==> config.mk <==
export PLATFORM = sky130hd
export DESIGN_NAME = bus_arbiter_flat
export DESIGN_NICKNAME = d
export VERILOG_FILES = /design/src/rtl/bus_arbiter_if.sv /design/src/rtl/bus_arbiter.sv /design/src/flat_wrapper.sv
export SDC_FILE = /design/constraint.sdc
export NUM_CORES = 1
export LEC_CHECK = 0
export ABC_CLOCK_PERIOD_IN_PS = 1800
export CAP_MARGIN = 20
export CORE_MARGIN = 2
export CORE_UTILIZATION = 50
export CTS_BUF_LIST = sky130_fd_sc_hd__clkbuf_2
export DETAILED_ROUTE_END_ITERATION = 8
export PLACE_DENSITY = 0.73
export SYNTH_ARGS = -nofsm -noshare
export SYNTH_HDL_FRONTEND = slang
export SYNTH_SLANG_ARGS = --single-unit
export TNS_END_PERCENT = 30
==> constraint.sdc <==
create_clock -name clk -period 1.8 [get_ports clk]
set_input_delay 0.36 -clock clk [delete_from_list [all_inputs] [get_ports clk]]
set_output_delay 0.36 -clock clk [all_outputs]
set_load 0.1 [all_outputs]
==> src/rtl/bus_arbiter_if.sv <==
// rtl/bus_arbiter_if.sv - request/grant bundle between two bus masters and the arbiter
//
// Purpose: groups the handshake between the two serial-bus masters and bus_arbiter.
// Signals:
//   m1_request, m2_request : approval requests from master 1 / master 2
//   m1_done, m2_done       : transaction-complete pulses from each master side
//   m1_grant, m2_grant     : approval grants (never both high)
//   m1_busy, m2_busy       : bus held by, or handing over from, the other master
//   bus_sel                : shared-mux select, 0 = master 1 drives, 1 = master 2 drives
//   bus_idle               : no master owns the bus
//   timeout                : one-cycle pulse when the watchdog forces a release
// Modports: master (request side), slave (arbiter side).
interface bus_arbiter_if;
  logic m1_request;
  logic m2_request;
  logic m1_done;
  logic m2_done;
  logic m1_grant;
  logic m2_grant;
  logic m1_busy;
  logic m2_busy;
  logic bus_sel;
  logic bus_idle;
  logic timeout;

  modport master (
    output m1_request, m2_request, m1_done, m2_done,
    input  m1_grant, m2_grant, m1_busy, m2_busy, bus_sel, bus_idle, timeout
  );

  modport slave (
    input  m1_request, m2_request, m1_done, m2_done,
    output m1_grant, m2_grant, m1_busy, m2_busy, bus_sel, bus_idle, timeout
  );
endinterface

==> src/rtl/bus_arbiter.sv <==
// rtl/bus_arbiter.sv - two-master round-robin arbiter with ownership watchdog
//
// Purpose: grants the serial system bus to one of two masters at a time, with a
// one-cycle turnaround between owners and a watchdog that forces a release.
// Ports:
//   clk   : system clock, all state on the rising edge
//   reset : asynchronous active-low reset
//   bus   : bus_arbiter_if.slave (requests/done in; grants, busy, select, idle, timeout out)
// Parameters:
//   TIMEOUT_CYCLES : maximum cycles a master may own the bus, 0 disables the watchdog
//   CNT_LEN        : ownership counter width, 2**CNT_LEN must exceed TIMEOUT_CYCLES
module bus_arbiter #(
  parameter int TIMEOUT_CYCLES = 4096,
  parameter int CNT_LEN        = 13
) (
  input  logic          clk,
  input  logic          reset,
  bus_arbiter_if.slave  bus
);

  typedef enum logic [1:0] {
    IDLE    = 2'd0,
    M1_OWN  = 2'd1,
    M2_OWN  = 2'd2,
    RELEASE = 2'd3
  } state_t;

  localparam bit                 WDOG_EN  = (TIMEOUT_CYCLES != 0);
  localparam logic [CNT_LEN-1:0] CNT_LAST = CNT_LEN'((TIMEOUT_CYCLES > 0) ? TIMEOUT_CYCLES - 1 : 0);
  localparam logic [CNT_LEN-1:0] CNT_MAX  = '1;

  state_t             state, state_nxt;
  logic               last_owner, last_owner_nxt;  // 0 = M1, 1 = M2
  logic               sel, sel_nxt;
  logic [CNT_LEN-1:0] cnt, cnt_nxt;
  logic               to_q, to_nxt;
  logic               own_req, own_done, wdog_hit;

  always_ff @(posedge clk or negedge reset) begin
    if (!reset) begin
      state      <= IDLE;
      last_owner <= 1'b1;
      sel        <= 1'b0;
      cnt        <= '0;
      to_q       <= 1'b0;
    end else begin
      state      <= state_nxt;
      last_owner <= last_owner_nxt;
      sel        <= sel_nxt;
      cnt        <= cnt_nxt;
      to_q       <= to_nxt;
    end
  end

  always_comb begin
    state_nxt      = state;
    last_owner_nxt = last_owner;
    sel_nxt        = sel;
    cnt_nxt        = '0;      // cleared in IDLE/RELEASE and on entry to ownership
    to_nxt         = 1'b0;
    own_req        = (state == M2_OWN) ? bus.m2_request : bus.m1_request;
    own_done       = (state == M2_OWN) ? bus.m2_done : bus.m1_done;
    wdog_hit       = WDOG_EN && (cnt == CNT_LAST);

    case (state)
      IDLE, RELEASE: begin
        // On a tie the master that did not own the bus last wins.
        if (bus.m1_request && (!bus.m2_request || last_owner)) begin
          state_nxt      = M1_OWN;
          last_owner_nxt = 1'b0;
          sel_nxt        = 1'b0;
        end else if (bus.m2_request) begin
          state_nxt      = M2_OWN;
          last_owner_nxt = 1'b1;
          sel_nxt        = 1'b1;
        end else begin
          state_nxt      = IDLE;
        end
      end
      M1_OWN, M2_OWN: begin
        if (own_done || !own_req) begin
          // A regular release takes priority over a coincident watchdog expiry.
          state_nxt = RELEASE;
        end else if (wdog_hit) begin
          state_nxt = RELEASE;
          to_nxt    = 1'b1;
        end else begin
          cnt_nxt   = (cnt == CNT_MAX) ? cnt : cnt + CNT_LEN'(1);
        end
      end
      default: state_nxt = IDLE;
    endcase
  end

  assign bus.m1_grant = (state == M1_OWN);
  assign bus.m2_grant = (state == M2_OWN);
  assign bus.m1_busy  = (state == M2_OWN) || ((state == RELEASE) && last_owner);
  assign bus.m2_busy  = (state == M1_OWN) || ((state == RELEASE) && !last_owner);
  assign bus.bus_sel  = sel;
  assign bus.bus_idle = (state == IDLE) || (state == RELEASE);
  assign bus.timeout  = to_q;

endmodule
==> src/flat_wrapper.sv <==
// flat-port wrapper written by rule: the top's interface ports become plain ports
module bus_arbiter_flat 
#(
  parameter int TIMEOUT_CYCLES = 4096,
  parameter int CNT_LEN        = 13
)
  (clk, reset, bus_m1_request, bus_m2_request, bus_m1_done, bus_m2_done, bus_m1_grant, bus_m2_grant, bus_m1_busy, bus_m2_busy, bus_bus_sel, bus_bus_idle, bus_timeout);
  bus_arbiter_if bus_i ();
  input  logic clk;
  input  logic reset;
  input wire logic [$bits(bus_i.m1_request)-1:0] bus_m1_request;
  input wire logic [$bits(bus_i.m2_request)-1:0] bus_m2_request;
  input wire logic [$bits(bus_i.m1_done)-1:0] bus_m1_done;
  input wire logic [$bits(bus_i.m2_done)-1:0] bus_m2_done;
  output wire logic [$bits(bus_i.m1_grant)-1:0] bus_m1_grant;
  output wire logic [$bits(bus_i.m2_grant)-1:0] bus_m2_grant;
  output wire logic [$bits(bus_i.m1_busy)-1:0] bus_m1_busy;
  output wire logic [$bits(bus_i.m2_busy)-1:0] bus_m2_busy;
  output wire logic [$bits(bus_i.bus_sel)-1:0] bus_bus_sel;
  output wire logic [$bits(bus_i.bus_idle)-1:0] bus_bus_idle;
  output wire logic [$bits(bus_i.timeout)-1:0] bus_timeout;
  assign bus_i.m1_request = bus_m1_request;
  assign bus_i.m2_request = bus_m2_request;
  assign bus_i.m1_done = bus_m1_done;
  assign bus_i.m2_done = bus_m2_done;
  assign bus_m1_grant = bus_i.m1_grant;
  assign bus_m2_grant = bus_i.m2_grant;
  assign bus_m1_busy = bus_i.m1_busy;
  assign bus_m2_busy = bus_i.m2_busy;
  assign bus_bus_sel = bus_i.bus_sel;
  assign bus_bus_idle = bus_i.bus_idle;
  assign bus_timeout = bus_i.timeout;
  bus_arbiter #(.TIMEOUT_CYCLES(TIMEOUT_CYCLES), .CNT_LEN(CNT_LEN)) u_core (.clk(clk), .reset(reset), .bus(bus_i));
endmodule
==> results.toml, run 1 <==
[worst_setup_path]
required_ps = 1440
path_max_fanout = 4
start_kind = "flop"
arrival_ps = 1400
r2r_slack_ps = 90
crit_path_end_kind = "output pin"
slowest_delay_ps = 460
crit_family = "flip-flops"
path_class = "reg2out"
r2r_start = "u_core.state[0]"
path_cells = "ha_2 -> a21o_2 -> buf_12"
cp_slowest_cell = "dfrtp_1"
worstReg2RegEnd = "u_core.cnt[7]"
crit_buf_inv = 1
reg2reg_depth = 6

[place]
dp_cells = 143
gp_congestion = 0.781
dp_worst_setup_slack_ps = -69.2
dpl.hpwl_um = 1570
io_buffer_count = 12
placed_area_um2 = 1280

[min_path]
hold_path_class = "in2async"

[status]
outcome = "finished clean"

[route]
totalWireLength_um = 2110
ant_nets = 0
routedWlPerCell_um = 14.3
vias = 843
firstDrtPassIters = 4
drt_iter0_drc = 7
viasPerCell = 5.70
drc = 0

[global_route]
grtUsageTotal = 0.213
antenna_found_initial = 0
overflow = 0
grt_pass1_vias = 869
grt_max_degree = 19
grt_pass1_wl_um = 3920

[clocking]
cts_hold_buf = 0
cts.sinks = 18
cts_tree = "done"
insertion_delay_ps = 310
cts_buffer_depth = 2
cts_made_buffers = 3
clk_pin_slew_worst_paths_ps = 160
htreeDepth = 1
root_buffer = "clkbuf_2"

[timing]
finalSetupViolCount = 0
hold_viol_final = 0
finalSetupTns_ps = 0
maxSlewHeadroom = 0.643
timing.final.crit_share = 0.975
fmax_ghz = 0.570
min_period_ps = 1760
rsz0062_at_grt = "yes"
worstMarginPinSlew_ps = 536
fin_skew_ps = 0.781
final_max_slew_viol_count = 0
fin_ws_ps = 44.4

[logic_synthesis]
synth_edf_count = 0
netlist.area_leader.share = 0.427
synth_top_area_cell = "dfrtp_1"
synth_commonest_cells = "dfrtp_1, nand2_1, nor2_1"
netlist_instances = 98
synthArstFlopShare = 1.00
synth-main-ff-cell = "dfrtp_1"
synth_fp_nets = 108
ys_types = 39
yosysWarnings = 0
ys_seq_area_frac = 0.454
syn_area_per_cell_um2 = 10.2
yosysMostFrequentCell = "dfrtp_1"
synth.area.top_cells = "dfrtp_1, ha_1, nand2_1"
syn_area_um2 = 996
synth_seq_cells = 18

[floorplanning]
core_area_um2 = 1920
io_pins = 13
dieWidth_um = 48.6
fp-row-count = 16
start_util = 0.518
die-area_um2 = 2360
die_height_um = 48.6

[layout]
antenna_cells = 0
finalInstanceArea_um2 = 1320
nNetsFinal = 132
fillers = 155
drive_gt1_frac = 0.281
syn2layout_area_growth_pct = 32.5
stdcell_count = 148

[power_and_ir_drop]
vdd_drop_max_v = 0.00166
leakagePower_nw = 0.550
p_per_area_nw_per_um2 = 1710

[run]
maxCapViolCount = 0
[layer usage]
metal | vias to the layer above | track usage | part of all wire
met4 | 0 | 0.0857 | 0.018
met1 | 409 | 0.288 | 0.46
met3 | 5 | 0.0216 | 0.020
met2 | 12 | 0.352 | 0.50
li1 | 417 | - | -
met5 | - | 0 | 0
[cells by family (layout without fill, tap and decap cells)]
logic type      after synthesis  in the layout  share of synthesized area
simple gates                 42             42                      0.256
compound gates               25             25                      0.177
buf+inv                       5             28                     0.0264
fa+ha+maj                     4              4                     0.0503
flops                        18             18                      0.454
mux                           1              1                     0.0101
xor+xnor                      3              3                     0.0264
[sequential cells by signal, summed over array words and instances (netlist names)]
| name | cells |
|---|---|
| u_core.cnt | 13 |
| u_core.state | 2 |
| u_core.bus.bus_sel | 1 |
| u_core.bus.timeout | 1 |
| u_core.last_owner | 1 |
[per-stage QoR]
stage,util,power (mW),hold slack (ps)
finish,0.687,2.26,355
global route,0.687,2.35,384
CTS,0.678,2.24,366
detailed placement,0.669,2.07,551
global placement,0.669,2.05,535
floorplan,-,1.59,64.4
[timing repair]
| item | in CTS | in global routing |
|---|---|---|
| resized for setup | 0 | 5 |
| setup buffers | 0 | 1 |
| endpoints found under the setup margin | 0 | 8 |
[placed cells by master, fill, tap and decap left out, drive strengths merged, types with 3 or more instances in the layout]
cell / netlist / routed
ha: 4 / 4
buf: 1 / 15
dfrtp: 17 / 17
a21oi: 6 / 6
nor3: 4 / 4
nand3: 4 / 4
clkbuf: 0 / 3
nor2: 5 / 5
nand4: 3 / 3
a31oi: 4 / 4
clkdlybuf4s50: 0 / 5
o21ai: 4 / 4
and3: 4 / 4
nand2: 10 / 10
inv: 4 / 4
[how the worst max path moves through the flow]
| stage | startpoint | endpoint | cells after the start |
|---|---|---|---|
| floorplan | u_core.state[0] | u_core.cnt[7] | 7 |
| global placement | bus_m1_request | u_core.state[0] | 5 |
| detailed placement | bus_m1_request | u_core.cnt[6] | 5 |
| CTS | u_core.state[1] | bus_m1_busy | 3 |
| global route | u_core.state[0] | bus_m1_busy | 3 |
| finish | u_core.state[0] | bus_m1_busy | 3 |
[where the power goes]
part | internal (mW) | switching, mW | total (mW)
clock | 0.0483 | 0.125 | 0.173
combinational | 0.587 | 0.952 | 1.54
sequential | 0.472 | 0.0747 | 0.546
[worst reg2reg max path, delay by kind of cell (launching register included)]
kind / cells / cell delay [ps]
AND/OR/NAND/NOR: 2 / 600
flip-flops: 1 / 460
AO/OA/AOI/OAI: 2 / 350
adder cells (fa/ha/maj): 1 / 180
buffers and inverters: 1 / 70
[layout make-up]
class / instances / area, um^2 / share of cell area
Multi-Input combinational cell: 75 / 549 / 0.416
Clock buffer: 3 / 15.0 / 0.0114
Clock inverter: 1 / 3.75 / 0.00284
Inverter: 4 / 15.0 / 0.0114
Sequential cell: 18 / 453 / 0.343
Timing Repair Buffer: 20 / 250 / 0.190
Tap cell: 27 / 33.8 / 0.0256
Note: power is estimated with default switching activity, not from simulation.
==> inputs of run 2 (changes only) <==
CORE_UTILIZATION = 56   (was 50)
PLACE_DENSITY = 0.82   (was 0.73)
==> results.toml, run 2 (synthesis gave the netlist of run 1 again) <==
[run]
maxCapViolCount = 0

[timing]
finalSetupTns_ps = 0
fmax_ghz = 0.570
fin_ws_ps = 45.8
hold_viol_final = 0
final_max_slew_viol_count = 0
fin_skew_ps = 7.40
worstMarginPinSlew_ps = 367
rsz0062_at_grt = "yes"
timing.final.crit_share = 0.975
maxSlewHeadroom = 0.754
hold_ws_ps = 344
finalSetupViolCount = 0
min_period_ps = 1750

[worst_setup_path]
required_ps = 1440
r2r_slack_ps = 80
r2r_start = "u_core.cnt[0]"
path_max_fanout = 4
reg2reg_depth = 5
start_kind = "flop"
path_class = "reg2out"
crit_path_end_kind = "output pin"
worstReg2RegEnd = "u_core.state[1]"
arrival_ps = 1390

[place]
dp_worst_setup_slack_ps = -104
gp_congestion = 0.830
dpl.hpwl_um = 1580
io_buffer_count = 12

[clocking]
cts.sinks = 18
clk_pin_slew_worst_paths_ps = 170
htreeDepth = 1
cts_buffer_depth = 2
cts_tree = "done"
root_buffer = "clkbuf_2"
insertion_delay_ps = 310
cts_made_buffers = 3

[floorplanning]
die-area_um2 = 2130
io_pins = 13
dieWidth_um = 46.2
fp-row-count = 15
die_height_um = 46.2
core_area_um2 = 1710
start_util = 0.583

[layout]
syn2layout_area_growth_pct = 35.2
largest_reg_flops = 13
top_regs = "u_core.cnt: 13 flops, u_core.state: 2 flops"
top_register = "u_core.cnt"
final_common_cell = "dfrtp_1"
antenna_cells = 0
drive_gt1_frac = 0.317
nNetsFinal = 131
layout_common_cells = "dfrtp_1, nand2_1, buf_12, buf_4"

[global_route]
grt_pass1_vias = 829
grt_max_degree = 19
grtUsageTotal = 0.244
antenna_found_initial = 0
overflow = 0
grt_pass1_wl_um = 3610

[route]
totalWireLength_um = 2130
ant_nets = 0
drt_iter0_drc = 6
routedWlPerCell_um = 14.7
viasPerCell = 5.70
firstDrtPassIters = 4
vias = 826
drc = 0

[power_and_ir_drop]
power.switching_mw = 1.17
leakagePower_nw = 0.547
p_per_area_nw_per_um2 = 1710
power.internal_mw = 1.13
seqPwrFrac = 0.236
vdd_drop_max_v = 0.00182
power_mw = 2.30
combPwrFrac = 0.683
power.clock.fraction = 0.081
power_switching_share = 0.508

[min_path]
hold_path_class = "in2async"

[status]
outcome = "finished clean"
run 2: how the worst max path moves through the flow:
stage	to	slack (ps)	start
global placement	u_core.cnt[7]	-30	bus_m1_request
global route	u_core.state[1]	2	u_core.cnt[0]
CTS	bus_m1_busy	9	u_core.state[1]
finish	bus_m1_busy	50	u_core.state[0]
detailed placement	u_core.cnt[4]	-100	bus_m1_request
floorplan	u_core.cnt[7]	20	u_core.state[0]
run 2: layout make-up:
type | count | area [um^2]
clock buffers | 4 | 20.0
fillers | 107 | 362
inverters | 4 | 15.0
multi-input cells | 75 | 584
flip-flops and latches | 18 | 453
well taps | 25 | 31.3
repair buffers | 19 | 243
run 2: power by group through the flow:
stage | Clock (mW) | Combinational (mW) | Sequential, mW
finish | 0.186 | 1.57 | 0.543
global route | 0.198 | 1.63 | 0.551
CTS | 0.184 | 1.54 | 0.540
detailed placement | 0 | 1.53 | 0.547
global placement | 0 | 1.50 | 0.541
floorplan | 0 | 0.977 | 0.610
run 2: worst max-delay path, cell delays in order (launching register included):
cell and delay, ps:
dfrtp_1 460, ha_2 220, a21o_2 230, buf_12 160
run 2: per-layer routing:
layer | part of all wire | GRT usage
met5 | 0 | 0
met2 | 0.52 | 0.411
met3 | 0.028 | 0.0549
met1 | 0.43 | 0.296
met4 | 0.021 | 0.109
run 2: what timing repair did:
item                                    CTS  global route
buffers inserted                          0             1
gates cloned                              0             0
endpoints found under the setup margin    3            14
pin swaps                                 0             2
resized for setup                         1             9
hold buffers                              0             0
run 2: metrics by stage:
stage,area (um^2),utilization,std cells
finish,1350,0.788,145
global route,1350,0.788,145
CTS,1300,0.763,144
detailed placement,1270,0.747,140
global placement,1270,0.747,140
floorplan,1020,-,98
